**src/rtl/md_cell_pkg.sv**
```systemverilog
// Shared types and constants for the cell position read master.
// Contents:
//   state_e         FSM state encoding, also exported on the debug port
//   RD_FIFO_DEPTH   return-data FIFO depth and the read credit limit
//   MEM_RD_LATENCY  cycles from the rden cycle to valid mem_q
//   CNT_ADDR        address that holds the particle count
package md_cell_pkg;

  typedef enum logic [2:0] {
    S_IDLE     = 3'd0,
    S_CNT_REQ  = 3'd1,
    S_CNT_WAIT = 3'd2,
    S_STREAM   = 3'd3,
    S_DRAIN    = 3'd4,
    S_DONE     = 3'd5
  } state_e;

  localparam int RD_FIFO_DEPTH  = 4;
  localparam int MEM_RD_LATENCY = 2;
  localparam int CNT_ADDR       = 0;

endpackage

```
**src/rtl/cell_pos_reader_if.sv**
```systemverilog
// Bus bundle for cell_pos_reader: memory read port plus downstream stream.
// Modports:
//   master  the reader side (drives address/rden and the output stream)
//   slave   the memory + consumer side (drives mem_q and out_ready)
// Stream handshake: a word transfers on a rising edge where out_valid and
// out_ready are both high; once out_valid rises, out_data/out_index/out_last
// hold steady until that transfer happens.
interface cell_pos_reader_if #(
  parameter int DATA_WIDTH = 96,
  parameter int ADDR_WIDTH = 8
);
  logic [ADDR_WIDTH-1:0] mem_address;
  logic                  mem_rden;
  logic                  mem_wren;
  logic [DATA_WIDTH-1:0] mem_data;
  logic [DATA_WIDTH-1:0] mem_q;

  logic [DATA_WIDTH-1:0] out_data;
  logic                  out_valid;
  logic                  out_ready;
  logic                  out_last;
  logic [ADDR_WIDTH-1:0] out_index;

  modport master (
    output mem_address, mem_rden, mem_wren, mem_data,
    input  mem_q,
    output out_data, out_valid, out_last, out_index,
    input  out_ready
  );

  modport slave (
    input  mem_address, mem_rden, mem_wren, mem_data,
    output mem_q,
    input  out_data, out_valid, out_last, out_index,
    output out_ready
  );
endinterface

```
**src/rtl/cell_rd_fifo.sv**
```systemverilog
// Small synchronous FIFO holding returned memory words with their address.
// Ports:
//   clk, rst            clock, asynchronous active-high reset
//   push, push_data     write one entry (caller guarantees not full)
//   pop                 remove head entry (caller guarantees not empty)
//   head_data           current head entry
//   empty, count        occupancy status
module cell_rd_fifo
  import md_cell_pkg::*;
#(
  parameter int WIDTH = 104
) (
  input  logic                           clk,
  input  logic                           rst,
  input  logic                           push,
  input  logic [WIDTH-1:0]               push_data,
  input  logic                           pop,
  output logic [WIDTH-1:0]               head_data,
  output logic                           empty,
  output logic [$clog2(RD_FIFO_DEPTH):0] count
);
  localparam int PW = $clog2(RD_FIFO_DEPTH);

  logic [WIDTH-1:0] slot_q [RD_FIFO_DEPTH];
  logic [WIDTH-1:0] slot_d [RD_FIFO_DEPTH];
  logic [PW-1:0]    wr_q, wr_d, rd_q, rd_d;
  logic [PW:0]      cnt_q, cnt_d;

  always_comb begin
    slot_d = slot_q;
    wr_d   = wr_q;
    rd_d   = rd_q;
    cnt_d  = cnt_q;
    if (push) begin
      slot_d[wr_q] = push_data;
      wr_d         = wr_q + 1'b1;
    end
    if (pop) rd_d = rd_q + 1'b1;
    case ({push, pop})
      2'b10:   cnt_d = cnt_q + 1'b1;
      2'b01:   cnt_d = cnt_q - 1'b1;
      default: cnt_d = cnt_q;
    endcase
  end

  always_ff @(posedge clk or posedge rst) begin
    if (rst) begin
      for (int i = 0; i < RD_FIFO_DEPTH; i++) slot_q[i] <= '0;
      wr_q  <= '0;
      rd_q  <= '0;
      cnt_q <= '0;
    end else begin
      slot_q <= slot_d;
      wr_q   <= wr_d;
      rd_q   <= rd_d;
      cnt_q  <= cnt_d;
    end
  end

  assign head_data = slot_q[rd_q];
  assign empty     = (cnt_q == '0);
  assign count     = cnt_q;
endmodule

```
**src/rtl/cell_pos_reader.sv**
```systemverilog
// Read-side master for one cell position memory. On start it reads the
// particle count from address 0, then reads addresses 1..count and streams
// the words downstream with their address and a last flag.
// Ports:
//   clk, rst        clock, asynchronous active-high reset
//   start           request to stream the cell (accepted only when idle)
//   busy, done      activity flag and one-cycle completion pulse
//   particle_count  count latched from address 0
//   count_err       sticky out-of-range count flag
//   dbg_state       current FSM state
//   bus             memory read port and output stream (master modport)
// Build option: CELL_RD_BOUNDS_CHECK_EN clamps an oversized count to
// PARTICLE_NUM-1 and raises count_err; without it the count is used as read.
module cell_pos_reader
  import md_cell_pkg::*;
#(
  parameter int DATA_WIDTH   = 96,
  parameter int PARTICLE_NUM = 220,
  parameter int ADDR_WIDTH   = 8
) (
  input  logic                  clk,
  input  logic                  rst,
  input  logic                  start,
  output logic                  busy,
  output logic                  done,
  output logic [ADDR_WIDTH-1:0] particle_count,
  output logic                  count_err,
  output state_e                dbg_state,
  cell_pos_reader_if.master     bus
);
  localparam int EW = DATA_WIDTH + ADDR_WIDTH;
  localparam logic [ADDR_WIDTH-1:0] CNT_A = ADDR_WIDTH'(CNT_ADDR);

  if (PARTICLE_NUM > (1 << ADDR_WIDTH)) begin : g_cfg_check
    $error("PARTICLE_NUM does not fit in ADDR_WIDTH");
  end

  state_e                state_q, state_d;
  logic                  rden_q, rden_d;
  logic [ADDR_WIDTH-1:0] addr_q, addr_d;
  logic [ADDR_WIDTH-1:0] next_q, next_d;
  logic [ADDR_WIDTH-1:0] pcount_q, pcount_d;
  logic                  busy_q, busy_d;
  logic                  done_q, done_d;
  logic                  err_q, err_d;
  // Two-stage shadow of rden/address: stage 2 lines up with valid mem_q.
  logic                  rd1_q, rd1_d, rd2_q, rd2_d;
  logic [ADDR_WIDTH-1:0] a1_q, a1_d, a2_q, a2_d;

  logic                           push, pop, fifo_empty;
  logic [EW-1:0]                  head;
  logic [$clog2(RD_FIFO_DEPTH):0] fifo_count;
  logic [ADDR_WIDTH-1:0]          head_addr, cnt_raw;
  logic [3:0]                     occ;
  logic                           credit_ok;

  assign head_addr = head[EW-1:DATA_WIDTH];
  assign pop       = !fifo_empty && bus.out_ready;
  assign push      = rd2_q && (a2_q != CNT_A);
  assign cnt_raw   = bus.mem_q[ADDR_WIDTH-1:0];

  // Entries the FIFO will have to absorb if another read is issued now:
  // current contents minus this cycle's pop, plus every read on the bus or
  // in the latency pipe. Keeping this below the depth makes overflow
  // impossible whatever out_ready does.
  assign occ       = 4'(fifo_count) + 4'(rden_q) + 4'(rd1_q) + 4'(rd2_q) - 4'(pop);
  assign credit_ok = occ < 4'(RD_FIFO_DEPTH);

  always_comb begin
    state_d  = state_q;
    rden_d   = 1'b0;
    addr_d   = addr_q;
    next_d   = next_q;
    pcount_d = pcount_q;
    busy_d   = busy_q;
    done_d   = 1'b0;
    err_d    = err_q;
    rd1_d    = rden_q;
    a1_d     = addr_q;
    rd2_d    = rd1_q;
    a2_d     = a1_q;
    case (state_q)
      S_IDLE: begin
        if (start) begin
          state_d = S_CNT_REQ;
          busy_d  = 1'b1;
          err_d   = 1'b0;
          rden_d  = 1'b1;
          addr_d  = CNT_A;
        end
      end
      S_CNT_REQ: state_d = S_CNT_WAIT;
      S_CNT_WAIT: begin
        // The count read reaches stage 2 exactly when its data is valid.
        if (rd2_q) begin
          pcount_d = cnt_raw;
`ifdef CELL_RD_BOUNDS_CHECK_EN
          if (cnt_raw > ADDR_WIDTH'(PARTICLE_NUM - 1)) begin
            pcount_d = ADDR_WIDTH'(PARTICLE_NUM - 1);
            err_d    = 1'b1;
          end
`endif
          if (pcount_d == '0) begin
            state_d = S_DONE;
            busy_d  = 1'b0;
            done_d  = 1'b1;
          end else begin
            rden_d  = 1'b1;
            addr_d  = ADDR_WIDTH'(1);
            next_d  = ADDR_WIDTH'(2);
            state_d = (pcount_d == ADDR_WIDTH'(1)) ? S_DRAIN : S_STREAM;
          end
        end
      end
      S_STREAM: begin
        if (credit_ok) begin
          rden_d = 1'b1;
          addr_d = next_q;
          next_d = next_q + 1'b1;
          if (next_q == pcount_q) state_d = S_DRAIN;
        end
      end
      S_DRAIN: begin
        // Returns are in address order, so popping the last word means
        // nothing is left in flight or queued.
        if (pop && (head_addr == pcount_q)) begin
          state_d = S_DONE;
          busy_d  = 1'b0;
          done_d  = 1'b1;
        end
      end
      S_DONE:  state_d = S_IDLE;
      default: state_d = S_IDLE;
    endcase
  end

  always_ff @(posedge clk or posedge rst) begin
    if (rst) begin
      state_q  <= S_IDLE;
      rden_q   <= 1'b0;
      addr_q   <= '0;
      next_q   <= '0;
      pcount_q <= '0;
      busy_q   <= 1'b0;
      done_q   <= 1'b0;
      err_q    <= 1'b0;
      rd1_q    <= 1'b0;
      rd2_q    <= 1'b0;
      a1_q     <= '0;
      a2_q     <= '0;
    end else begin
      state_q  <= state_d;
      rden_q   <= rden_d;
      addr_q   <= addr_d;
      next_q   <= next_d;
      pcount_q <= pcount_d;
      busy_q   <= busy_d;
      done_q   <= done_d;
      err_q    <= err_d;
      rd1_q    <= rd1_d;
      rd2_q    <= rd2_d;
      a1_q     <= a1_d;
      a2_q     <= a2_d;
    end
  end

  cell_rd_fifo #(.WIDTH(EW)) u_fifo (
    .clk       (clk),
    .rst       (rst),
    .push      (push),
    .push_data ({a2_q, bus.mem_q}),
    .pop       (pop),
    .head_data (head),
    .empty     (fifo_empty),
    .count     (fifo_count)
  );

  assign bus.mem_address = addr_q;
  assign bus.mem_rden    = rden_q;
  assign bus.mem_wren    = 1'b0;
  assign bus.mem_data    = '0;
  assign bus.out_valid   = !fifo_empty;
  assign bus.out_data    = head[DATA_WIDTH-1:0];
  assign bus.out_index   = head_addr;
  assign bus.out_last    = !fifo_empty && (head_addr == pcount_q);

  assign busy           = busy_q;
  assign done           = done_q;
  assign particle_count = pcount_q;
  assign count_err      = err_q;
  assign dbg_state      = state_q;
endmodule

```
**src/flat_wrapper.sv**
```systemverilog
// flat-port wrapper written by rule: the top's interface ports become plain ports
module cell_pos_reader_flat import md_cell_pkg::*;
#(
  parameter int DATA_WIDTH   = 96,
  parameter int PARTICLE_NUM = 220,
  parameter int ADDR_WIDTH   = 8
)
  (clk, rst, start, busy, done, particle_count, count_err, dbg_state, bus_mem_address, bus_mem_rden, bus_mem_wren, bus_mem_data, bus_mem_q, bus_out_data, bus_out_valid, bus_out_last, bus_out_index, bus_out_ready);
  cell_pos_reader_if #(.DATA_WIDTH(DATA_WIDTH), .ADDR_WIDTH(ADDR_WIDTH)) bus_i ();
  input  logic clk;
  input  logic rst;
  input  logic start;
  output logic busy;
  output logic done;
  output logic [ADDR_WIDTH-1:0] particle_count;
  output logic count_err;
  output state_e dbg_state;
  output wire logic [$bits(bus_i.mem_address)-1:0] bus_mem_address;
  output wire logic [$bits(bus_i.mem_rden)-1:0] bus_mem_rden;
  output wire logic [$bits(bus_i.mem_wren)-1:0] bus_mem_wren;
  output wire logic [$bits(bus_i.mem_data)-1:0] bus_mem_data;
  input wire logic [$bits(bus_i.mem_q)-1:0] bus_mem_q;
  output wire logic [$bits(bus_i.out_data)-1:0] bus_out_data;
  output wire logic [$bits(bus_i.out_valid)-1:0] bus_out_valid;
  output wire logic [$bits(bus_i.out_last)-1:0] bus_out_last;
  output wire logic [$bits(bus_i.out_index)-1:0] bus_out_index;
  input wire logic [$bits(bus_i.out_ready)-1:0] bus_out_ready;
  assign bus_mem_address = bus_i.mem_address;
  assign bus_mem_rden = bus_i.mem_rden;
  assign bus_mem_wren = bus_i.mem_wren;
  assign bus_mem_data = bus_i.mem_data;
  assign bus_i.mem_q = bus_mem_q;
  assign bus_out_data = bus_i.out_data;
  assign bus_out_valid = bus_i.out_valid;
  assign bus_out_last = bus_i.out_last;
  assign bus_out_index = bus_i.out_index;
  assign bus_i.out_ready = bus_out_ready;
  cell_pos_reader #(.DATA_WIDTH(DATA_WIDTH), .PARTICLE_NUM(PARTICLE_NUM), .ADDR_WIDTH(ADDR_WIDTH)) u_core (.clk(clk), .rst(rst), .start(start), .busy(busy), .done(done), .particle_count(particle_count), .count_err(count_err), .dbg_state(dbg_state), .bus(bus_i));
endmodule
```
**config.mk**
```make
export PLATFORM = sky130hd
export DESIGN_NAME = cell_pos_reader_flat
export DESIGN_NICKNAME = d
export VERILOG_FILES = /design/src/rtl/md_cell_pkg.sv /design/src/rtl/cell_pos_reader_if.sv /design/src/rtl/cell_rd_fifo.sv /design/src/rtl/cell_pos_reader.sv /design/src/flat_wrapper.sv
export SDC_FILE = /design/constraint.sdc
export NUM_CORES = 1
export LEC_CHECK = 0
export CORE_ASPECT_RATIO = 1.5
export CORE_MARGIN = 5
export CORE_UTILIZATION = 45
export CTS_BUF_LIST = sky130_fd_sc_hd__clkbuf_16
export CTS_CLUSTER_DIAMETER = 120
export DETAILED_ROUTE_END_ITERATION = 10
export PLACE_DENSITY = 0.74
export SLEW_MARGIN = 0
export SYNTH_ARGS = -nofsm -noshare
export SYNTH_HDL_FRONTEND = slang
export SYNTH_SLANG_ARGS = --single-unit
```
**constraint.sdc**
```tcl
create_clock -name clk -period 52.4 [get_ports clk]
set_input_delay 13.1 -clock clk [delete_from_list [all_inputs] [get_ports clk]]
set_output_delay 13.1 -clock clk [all_outputs]
set_load 0.05 [all_outputs]
```
Word-level counts from Yosys, hierarchy flattened
Cells that the tools add are included.
{ "op_classes": {"n_eq_ne": 16, "reduce_logical": 19, "n_lt_le_gt_ge": 4, "div_mod_pow": 0, "bitwise_logic": 2, "shifts": 0, "addsub": 9, "n_mux": 38, "mul": 0} }
{ "op_table": {"columns": ["cell", "count"], "rows": [
  ["$bwmux 416", 1],
  ["$mux 104", 3],
  ["$bmux 104 s2", 1],
  ["$demux 104 s2", 1],
  ["$mux 8", 7],
  ["$pmux 8 s3", 1],
  ["$mux 3", 7],
  ["$eq 8x8->1", 2],
  ["$pmux 8 s2", 1],
  ["$pmux 3 s5", 1],
  ["$reduce_and 5->1", 3],
  ["$mux 1", 11],
  ["$ne 2x1->1 const B", 5],
  ["$add 4x1->4", 2],
  ["$add 8x1->8 const B", 1],
  ["$eq 8x1->1 const B", 1],
  ["$logic_not 8->1", 1],
  ["$reduce_bool 8->1", 1],
  ["$eq 3x2->1 const B", 2],
  ["$ge 3x3->1 const B", 2],
  ["$logic_not 3->1", 2],
  ["$not 2->3", 2],
  ["$pmux 1 s3", 2],
  ["$pmux 3 s2", 1],
  ["other kinds (19)", 27]
]} }
{ "word_totals": {"rom_bits": 0, "out_inout_bits": 226, "in_bits": 100, "ramBits": 0, "ff_bits": 471, "wordCells": 106, "n_memories": 0, "latch_bits": 0} }

Longest topological paths before layout
Gate-level depths: netlist of run 1.
{ "logic_depth": {"word_depth": 8, "ltp_mapped": 15, "mapped_depth_nobuf": 13} }

Hierarchy
From an unflattened synthesis of run 1, not the netlist that was laid out.
{ "unflattened": {"cells_unflattened": 1344, "area_unflattened_um2": 21483.1} }
{ "by_module_without_submodules": {"columns": ["mod", "n_inst", "area_per_inst_um2", "seq_area_each_um2", "cells_per_inst"], "rows": [
  ["cell_rd_fifo", 1, 18428.9, 10585.2, 1041],
  ["cell_pos_reader", 1, 3054.2, 1201.2, 303]
]} }

Worst setup path before layout of run 1
No wires, ideal clock.
{ "synth_path": {"path_type": "register -> output", "from": "register u_core.u_fifo.rd_q[0]", "to": "output port bus_out_last", "stages_incl_launch_ff": 7, "path_slack_ns": 36.268, "path_buffers": 2, "required_ns": 39.300, "arrival_ns": 3.032, "cell_sequence": "dfrtp_1 buf_2 clkbuf_1 mux4_2 xnor2_1 nand4_1 nor3b_1"} }
{ "synth_via": {"elab_chain_cells": 6} }
{ "synth_lines": {"columns": ["element", "line", "text"], "rows": [
  ["from (decl)", "cell_rd_fifo.sv:26", "logic [PW-1:0] wr_q, wr_d, rd_q, rd_d;"],
  ["from (signal assigned)", "cell_rd_fifo.sv:55", "rd_q <= rd_d;"],
  ["$not 2->3 (implied by the code)", "cell_rd_fifo.sv:60", "assign head_data = slot_q[rd_q];"],
  ["$bmux 104 s2", "cell_rd_fifo.sv:60", null],
  ["$mux 104 (implied by the code) (2 in a row)", "cell_rd_fifo.sv:60", null],
  ["net bus_out_index[2]", "flat_wrapper.sv:26", "output wire logic [$bits(bus_i.out_index)-1:0] bus_out_index;"],
  ["$eq 8x8->1", "cell_pos_reader.sv:185", "assign bus.out_last = !fifo_empty && (head_addr == pcount_q);"],
  ["$logic_and 1x1->1", "cell_pos_reader.sv:185", null],
  ["to (decl)", "flat_wrapper.sv:25", "output wire logic [$bits(bus_i.out_last)-1:0] bus_out_last;"]
]} }
The timed path passes the listed nets, and every way through them passes these cells. The select of a mux whose other input is x is not followed.

Worst setup path in the final report of run 1
{ "layout_path": {"from": "register u_core.u_fifo.rd_q[0]", "to": "output port bus_out_last"} }
{ "layout_via": {"elab_chain_cells": 6} }
{ "layout_lines": {"columns": ["element", "line"], "rows": [
  ["$not 2->3 (implied by the code)", "cell_rd_fifo.sv:60"],
  ["$bmux 104 s2", "cell_rd_fifo.sv:60"],
  ["$mux 104 (implied by the code) (2 in a row)", "cell_rd_fifo.sv:60"],
  ["$eq 8x8->1", "cell_pos_reader.sv:185"],
  ["$logic_and 1x1->1", "cell_pos_reader.sv:185"]
]} }
No other way between the ends. The select of a mux whose other input is x is not followed.

==> results of run 1 <==
cell families (layout without fill, tap and decap cells):
logic type	count (synthesis)	in the layout	synth area share
AOI/OAI and AO/OA	29	29	0.00970
xor gates and xnor gates	29	29	0.0120
adders and majority gates	13	13	0.00840
buffers and inverters	200	352	0.0556
DFF	471	471	0.557
muxes	537	537	0.341
other	1	101	0.000177
and+or+nand+nor	62	62	0.0165
flip-flops by register name, summed over array words and instances (netlist names):
register / flops
u_core.u_fifo.slot_q: 416
u_core.a1_q: 8
u_core.a2_q: 8
u_core.bus.mem_address: 8
u_core.next_q: 8
u_core.particle_count: 8
u_core.dbg_state: 3
u_core.u_fifo.count: 3
u_core.u_fifo.rd_q: 2
u_core.u_fifo.wr_q: 2
u_core.bus.mem_rden: 1
u_core.busy: 1
u_core.done: 1
u_core.rd1_q: 1
u_core.rd2_q: 1
through the flow:
step	instances	util
floorplan	1439	-
global placement	2100	0.506
detailed placement	2100	0.506
CTS	2185	0.537
global route	2188	0.538
finish	2188	0.538
metal layers:
layer | up-vias | part of all wire | track usage | wire [microns]
li1 | 5116 | - | - | -
met1 | 6249 | 0.40 | 0.227 | 18500
met2 | 308 | 0.53 | 0.325 | 24800
met3 | 62 | 0.049 | 0.0324 | 2280
met4 | 0 | 0.022 | 0.0535 | 1020
met5 | - | 0 | 0 | 0
critical path, cell delays in order, from the launching register on:
cell and delay (ns):
dfrtp_4 0.76, buf_4 0.81, mux4_2 0.65, xnor2_1 0.16, nand4_1 0.23, nor3b_1 0.34
clkdlybuf4s50_1 0.88
cell type report:
class | count | area, sq um
multi-input combinational | 768 | 8590
sequential | 471 | 11800
timing repair buffer | 239 | 2360
fill | 3873 | 21500
tap | 594 | 743
antenna | 3 | 7.51
inverter | 28 | 113
clock buffer | 46 | 1150
clock inverter | 39 | 294
final timing paths:
check / from / to / slack (ns) / cells after the start
max: u_core.u_fifo.rd_q[0] / bus_out_last / 34.86 / 6
min: u_core.a1_q[5] / u_core.a2_q[5] / 0.35 / 0
max reg2reg: u_core.u_fifo.count[1] / u_core.bus.mem_address[5] / 48.64 / 13
min reg2reg: u_core.a1_q[5] / u_core.a2_q[5] / 0.35 / 0
max in group asynchronous: rst / u_core.u_fifo.slot_q[347] / 36.53 / 4
min in group asynchronous: rst / u_core.u_fifo.slot_q[64] / 13.14 / 2
synthesized netlist by cell type, types with 3 or more instances:
cell type | count | area, sq um
mux4_2 | 104 | 2340
nor4_1 | 6 | 37.5
nand2_1 | 20 | 75.1
a21oi_1 | 5 | 25.0
clkbuf_1 | 17 | 63.8
mux2_2 | 424 | 4770
o21ai_0 | 4 | 20.0
xor2_1 | 16 | 140
buf_1 | 21 | 78.8
nor2_1 | 12 | 45.0
xnor2_1 | 13 | 114
and3_1 | 4 | 25.0
buf_4 | 98 | 736
buf_2 | 34 | 170
inv_1 | 28 | 105
dfrtp_1 | 471 | 11800
o211ai_1 | 6 | 45.0
ha_1 | 11 | 138
mux2i_1 | 9 | 90.1
nand2b_1 | 3 | 18.8
cell usage in the layout (no fill, tap or decap), drive strengths merged, types with 4 or more instances in the layout:
master,Yosys,routed
a21oi,5,5
and3,5,5
buf,155,12
bufinv,0,4
clkbuf,17,46
clkdlybuf4s50,0,227
clkinv,0,16
conb,1,98
dfrtp,471,471
ha,11,11
inv,28,45
mux2,424,424
mux2i,9,9
mux4,104,104
nand2,20,20
nor2,12,12
nor4,7,7
o211ai,6,6
o21ai,4,4
xnor2,13,13
xor2,16,16
==> run summary, run 1 <==
The tools report the DRC violations left as 0. Total routing usage reported by global routing: 0.181. The number of hold buffers added after CTS was 0. The count of endpoints failing hold in the final timing report is 0, and the routed via count divided by cell count is 5.36. The pre-antenna-repair detailed-routing pass consisted of 5 iterations. Along the worst path, the maximum fanout reaches 44.

The post-synthesis instance area came out at 21200 sq um. The first global-routing pass estimated 75200 microns of wire. Via count of the routed design: 11700. Across the run, the number of max-cap violations was 0.

The initial antenna violation count is 3. The tools report the die area as 51500 sq um. The clock-pin slew on the worst setup and hold paths was 0.06 ns. The number of nets in the final layout is 1667. In this run, synthesis inferred 0 flip-flops with an integrated enable. The worst endpoint data arrival time was 4.44 ns; the total wire length after detailed routing was 46600 microns. Type of the worst setup path: reg2out.

The logs give 34.86 ns for the worst path setup slack after routing and 46 for the number of buffers added by the clock tree synthesis step. In the synthesized netlist, the number of instances is 1342. The worst setup path is launched from a flop.

The number of max-slew violations in the final report was 0. Type of the most critical hold path: reg2reg. For this block, the initial DRC count from the detailed router was 563. The via count of the first global-routing pass came out at 13200.

The initial core utilization was 0.454; the die width was 187 microns. On the final layout, the worst hold slack is 0.347 ns. Global routing finished with a remaining overflow of 0.

The tree is rooted in a clkbuf_16. For this design, the sink count on the clock tree is 471. The final clock period utilization by the worst path is 0.335. Row generation in the floorplan step produced 97 rows. The clock arrives with 0.0219 ns of skew. The later pin in the worst-skew pair is clocked with a latency of 0.55 ns. The number of nets with antenna violations after detailed routing is 0, and the maximum buffer depth of the clock tree is 3. Synthesis inferred 471 register bits.

Adding up every negative setup slack in the final design gives 0 ns. The synthesized netlist contains 49 unique library cells. Derived from the worst setup path, the maximum achievable clock frequency is 0.0570 GHz.

The setup fix buffers added after clock tree synthesis is 0. The H-tree generated during clock tree synthesis spans 2 levels. The total of buffers placed on input and output ports is 227, and the final cell area excluding filler cells is 25100 sq um. Setup repair after global routing left no endpoint under its margin.

At the end of routability-driven placement, the weighted congestion stood at 0.806. Measured along the y axis, the die boundary spans 276 microns. The pre-CTS setup slack was 35.35 ns; the transition time of the tightest slew-check pin was 1.14 ns.

After floorplanning, the core was sized to cover 46600 sq um. The run gives 0.557 as the part of the Yosys area used for sequential elements. Share of layout cells above drive strength 1: 0.390.

The worst max-slew margin expressed relative to the limit came out at 0.239. The tools report the largest net degree at the start of global routing as 139. The run finished with clean final reports. The worst path in the final design needs a cycle of 17.54 ns, including I/O delays and setup. The detail-routed net length per standard cell is 21.3 microns, and the average instance area after synthesis is 15.8 sq um. After detailed placement, the total cell area comes to 23600 sq um. Relative to the synthesized area, the layout overhead comes to 18.4%. STA classifies the critical path endpoint as a primary output. At the worst endpoint, the required time is 39.30 ns. The async set-reset flop share out of synthesis is 1.00. Setup violations remaining at the end of the flow were counted as 0.

The run gives 29600 microns as the placed wire-length estimate. In the synthesized netlist the dominant register cell turns out to be dfrtp_1. The count of cells resized by post-cts repair was 0. TritonCTS built the clock tree.

The logs give 326 for the number of top-level pins and 0 for the total number of yosys warnings.
Power of run 1 is not shown: default switching activity piles up to over one toggle a cycle in this logic, so the estimate is an artifact.
==> inputs of run 2 (changes only) <==
==> constraint.sdc (replaced) <==
create_clock -name clk -period 16.6 [get_ports clk]
set_input_delay 4.15 -clock clk [delete_from_list [all_inputs] [get_ports clk]]
set_output_delay 4.15 -clock clk [all_outputs]
set_load 0.05 [all_outputs]
==> run summary, run 2 (synthesis results as in run 1) <==
For the total routing usage reported by global routing, the log shows 0.183 (+0.00156). The run gives 51500 sq um (unchanged) as the die area. Total of buffers placed on input and output ports: 227 (unchanged). The area of the core is 46600 sq um (unchanged), and the initial core utilization is 0.454 (unchanged). The number of buffers added to fix hold violations after cts came out at 0 (unchanged). For this run, the top clock speed supported by timing is 0.117 GHz. The tools report the DRC violations left as 0 (unchanged).

The final weighted congestion in routability-driven placement was 0.888 (+10%); the global route total overflow was 0 (unchanged). The run gives 29800 microns (+0.69%) as the placed wire-length estimate. The die height was 276 microns (unchanged). The run gives 0 (unchanged) as the number of nets with antenna violations after detailed routing. The most flop-heavy register is u_core.u_fifo.slot_q. Setup repair after global routing left no endpoint under its margin. The clock latency reported for the late side of the worst-skew pair was 0.57 ns (+0.02 ns). The startpoint of the most critical register-to-register path was u_core.u_fifo.count[1].

In this run the most critical hold path is launched from u_core.a1_q[3]. The worst clock skew was 0.0270 ns (+0.00512 ns); the final-report setup violation count was 0 (unchanged). The number of top-level pins was 326 (unchanged). Transition time of the tightest slew-check pin: 1.02 ns (-0.118 ns). The peak fanout along the critical path works out to 45 (+2.3%). The tools report the max-capacitance violation count as 0 (unchanged).

The run gives 8.61 ns (-26.74 ns) as the pre-CTS setup slack. The total negative setup slack was 0 ns (unchanged); the number of instances on the worst hold path was 0 (unchanged). The type of the worst setup path is reg2out. In this run the worst setup path begins at u_core.u_fifo.rd_q[0]. The clock-pin slew on the worst setup and hold paths works out to 0.06 ns (about the same). The logic depth of the worst register-to-register path is 13 (unchanged), and the largest net degree at the start of global routing is 155 (+12%). TritonCTS built the clock tree.

For the number of buffers added by the clock tree synthesis step, the log shows 47 (+2.2%). The count of endpoints failing hold in the final timing report is 0 (unchanged), and the number of search-and-repair iterations in the first detailed-routing pass is 4 (-1). The via count of the routed design was 11800 (+0.50%). The synthesis-to-layout area growth was 18.3% (about the same); the detail-routed net length per standard cell was 21.6 microns (+1.3%). The routed via count divided by cell count was 5.39 (+0.46%).

Share of layout cells above drive strength 1: 0.389 (about the same). For the total wire length after detailed routing, the log shows 47200 microns (+1.4%). Subtracting the final worst setup slack from the clock period gives 8.56 ns. The setup fix buffers added after clock tree synthesis is 0 (unchanged), and the die width is 187 microns (unchanged). In this run the clock root is driven by a clkbuf_16.

The tools report the maximum buffer depth of the clock tree as 3 (unchanged). The run gives 12.45 ns (-26.85 ns) as the worst path required time. The run finished with clean final reports. The depth of the CTS H-tree was 2 (unchanged); the worst path setup slack after routing was 8.04 ns (-26.82 ns). The sink count of the clock tree is 471 (unchanged). The row count was 97 (unchanged).

The fill cell instance count of the final layout is 3830 (-1.1%), and the number of max-slew violations in the final report is 0 (unchanged). For the number of nets in the final layout, the log shows 1669 (+0.12%). The initial DRC count was 489 (-13%). The top cell types in the final layout, fill and taps aside, are dfrtp_1 (469), mux2_2 (424), clkdlybuf4s50_1 (227). The tools report the startpoint kind of the worst setup timing path as a flop.

The flip-flop count of the largest register after layout works out to 416 (unchanged). The final clock period utilization by the worst path is 0.516. The wire length of the first global-routing pass was 75200 microns (unchanged).

Type of the most critical hold path: reg2reg. For the initial antenna violation count, the log shows 2 (-1). Most common library cell in the layout ignoring fill and taps: dfrtp_1. Endpoint kind of the worst setup timing path: a primary output. Via count of the first global-routing pass: 13100 (-0.64%). The worst endpoint data arrival time was 4.41 ns (-0.03 ns); the count of cells resized by post-cts repair was 0 (unchanged). The tools report the worst max-slew margin expressed relative to the limit as 0.318 (+0.0784).
-- run 2: cell types whose count changed in the layout (fill, tap and decap cells not counted), moves of 2 or more --
cell	change
bufinv_16	-2
clkinv_1	+8
inv_1	-7
inv_6	+2
-- run 2: per-stage QoR --
step	area, sq um	hold slack [ns]	util	instances
2_1_floorplan	21500	0.331	-	1439
5_1_grt	25000	0.360	0.537	2188
4_1_cts	25000	0.352	0.537	2186
3_5_place_dp	23600	0.336	0.507	2101
3_3_place_gp	23600	0.331	0.507	2101
6_report	25000	0.349	0.537	2189
-- run 2: worst max-delay path, cell delays in order (launching register included) --
cell and delay, ns:
dfrtp_4 0.70, buf_4 0.82, mux4_2 0.65, xnor2_1 0.15
nand4_1 0.24, nor3b_1 0.33, clkdlybuf4s50_1 0.86
-- run 2: per-layer routing --
metal / up-vias / track usage / share of wire
li1: 5113 / - / -
met1: 6292 / 0.223 / 0.39
met2: 312 / 0.327 / 0.53
met3: 77 / 0.0352 / 0.052
met4: 0 / 0.0637 / 0.029
met5: - / 0 / 0
-- run 2: worst paths after layout --
check / to / slack, ns
hold reg to reg: u_core.a2_q[3] / 0.35
setup / recovery: bus_out_last / 8.04
min in group asynchronous: u_core.u_fifo.slot_q[256] / 4.15
hold / removal: u_core.a2_q[3] / 0.35
max in group asynchronous: u_core.u_fifo.slot_q[123] / 9.47
setup reg to reg: u_core.bus.mem_address[6] / 12.90
-- run 2: area by class of cell --
class,count,area (sq um),area share
clock inverters,38,234,0.00935
well taps,594,743,0.0297
flip-flops and latches,471,11800,0.471
inverters,28,109,0.00435
multi-input cells,768,8590,0.343
diodes,3,7.51,0.000300
repair buffers,240,2380,0.0952
clock buffers,47,1180,0.0470
Power of run 2 is left out for the same reason.
==> RTL change: new RTL, flow settings as in run 2 <==
Put one more register stage on the output `particle_count`, with the module's reset. The value now appears one clock later. The other outputs are not delayed to match.
--- a/src/rtl/cell_pos_reader.sv
+++ b/src/rtl/cell_pos_reader.sv
@@ -186,7 +186,13 @@
 
   assign busy           = busy_q;
   assign done           = done_q;
-  assign particle_count = pcount_q;
+  always_ff @(posedge clk or posedge rst) begin
+    if (rst) begin
+      particle_count <= '0;
+    end else begin
+      particle_count <= pcount_q;
+    end
+  end
   assign count_err      = err_q;
   assign dbg_state      = state_q;
 endmodule
Formal check against the unedited RTL: no difference found for any inputs over 4 cycles, from zero or initial values and one cycle with rst high; that may be too few to reach the edited logic, so the function may still have changed.
==> RTL change against run 2 <==
Setup slack better by 0.68 ns; clock skew up 0.0019 ns; synthesized area up 0.85%; sequential cell count up 8; count of clock-buffer cells in the layout up 1; final area up 1.1%; hold slack worse by 0.0024 ns; routed wire length down 0.20%; largest cell class unchanged.
Power is left out: the tool's default activity adds up to more than one toggle a clock period on the data nets, which glitch-free logic cannot reach.
==> RTL change: results (changes against run 2) <==
status=completed; Post-Synth XOR/XNOR Area=1.15% (-0.051 points); worst r2r path cells=13 (unchanged); RR Startpoint=u_core.u_fifo.count[1]; Fin Hold WS=0.347 ns (-0.00243 ns); drt wl/cell=21.4 µm (-0.74%); Area after DPL=23800 µm² (+0.88%); Rel. slew slack=27.5% (-4.2 points); post-synth cell types=47 (-4.1%); routed wl met3=1770 µm (-28%); dpl hpwl=29300 µm (-1.5%); All-Layer GR Usage=18.1% (-0.18 points); postcts setup bufs=0 (unchanged); Finish-stage setup viols=0 (unchanged); global-route wire length before repair=76000 µm (+1.1%); post_cts resized=0 (unchanged); post-synthesis compound-gate area fraction=1.13% (+0.16 points); top post-synthesis cells by area=dfrtp_1, mux2_2, mux4_2; Port Buffer Count=227 (unchanged); number of nets in the layout=1680 (+0.66%); metal1 wirelength=18800 µm (+2.3%); worst hold stages=0 (unchanged); CP arrival=3.73 ns (-0.68 ns); worst setup path end=bus_out_data[19]; Crit Path Max Fanout=42 (-6.7%); Final Wtd Congestion=0.822 (-7.3%); Reg-to-Reg End=u_core.bus.mem_address[2]; Detailed Route Iter0 Violations=444 (-9.2%); Setup crit start=u_core.u_fifo.rd_q[0]; Hold Crit Endpoint=u_core.a2_q[2]; Synth top cells by count=dfrtp_1, mux2_2, mux4_2; Layout Skew=0.0290 ns (+0.00194 ns); routed wl met2=25200 µm (+0.56%); mux contribution to synthesized area=33.7% (-0.33 points); clock sinks=479 (+1.7%); DRT Pass-1 Iters=6 (+2); vias in the first global route=13400 (+2.0%); adder-cell share of the synthesized area=0.833% (-0.0070 points); Worst Slack Setup Final=8.72 ns (+0.679 ns); met3 usage=3.03% (-0.49 points); antenna violations before repair=3 (+1); CTS Root Cell=clkbuf_16; M2 GR Usage=32.7% (about the same); Worst-path clk slew=0.06 ns (about the same); Cells after DPL=2111 (+0.48%); Reg with most FFs=u_core.u_fifo.slot_q; sequential share of the synthesized area=56.2% (+0.47 points); largest net degree at the start of global routing=195 (+26%); Top Layer Used=met4; layout cell share with drive strength beyond 1=38.5% (-0.42 points); worst slack, placed=8.93 ns (+0.315 ns); hold_sp=u_core.a1_q[2]; most frequent cell after synthesis=dfrtp_1; met1 GRT Util=22.2% (-0.15 points); total CTS buffers=48 (+2.1%); synthesized area per cell=15.8 µm² (+0.25%); drt total wl=47200 µm (-0.20%); via count=11700 (-0.51%); r2r setup slk=12.72 ns (-0.18 ns)
## RTL change: cell types whose count changed after synthesis, moves of 2 or more
| cell | before | now |
|---|---|---|
| o21ai_1 | 0 | 2 |
| dfrtp_1 | 471 | 479 |
| or4_1 | 0 | 2 |
| buf_1 | 21 | 28 |
| nor3_1 | 1 | 3 |
| o21a_1 | 1 | 4 |
| nor2_1 | 12 | 10 |
| and2_1 | 1 | 3 |
| nand2_1 | 20 | 22 |
| clkbuf_1 | 17 | 14 |
| buf_2 | 34 | 29 |
## RTL change: layout make-up
cell class / count / area, µm²
diodes: 3 / 7.51
clock buffers: 48 / 1200
clock inverters: 39 / 268
fillers: 3805 / 21500
inverters: 27 / 105
multi-input cells: 770 / 8580
flip-flops and latches: 479 / 12000
well taps: 594 / 743
repair buffers: 241 / 2400
## RTL change: worst max-delay path, stage by stage, from the launching register on
cell             delay, ns
dfrtp_4               0.90
buf_4                 0.83
mux4_2                0.61
clkdlybuf4s50_1       0.77
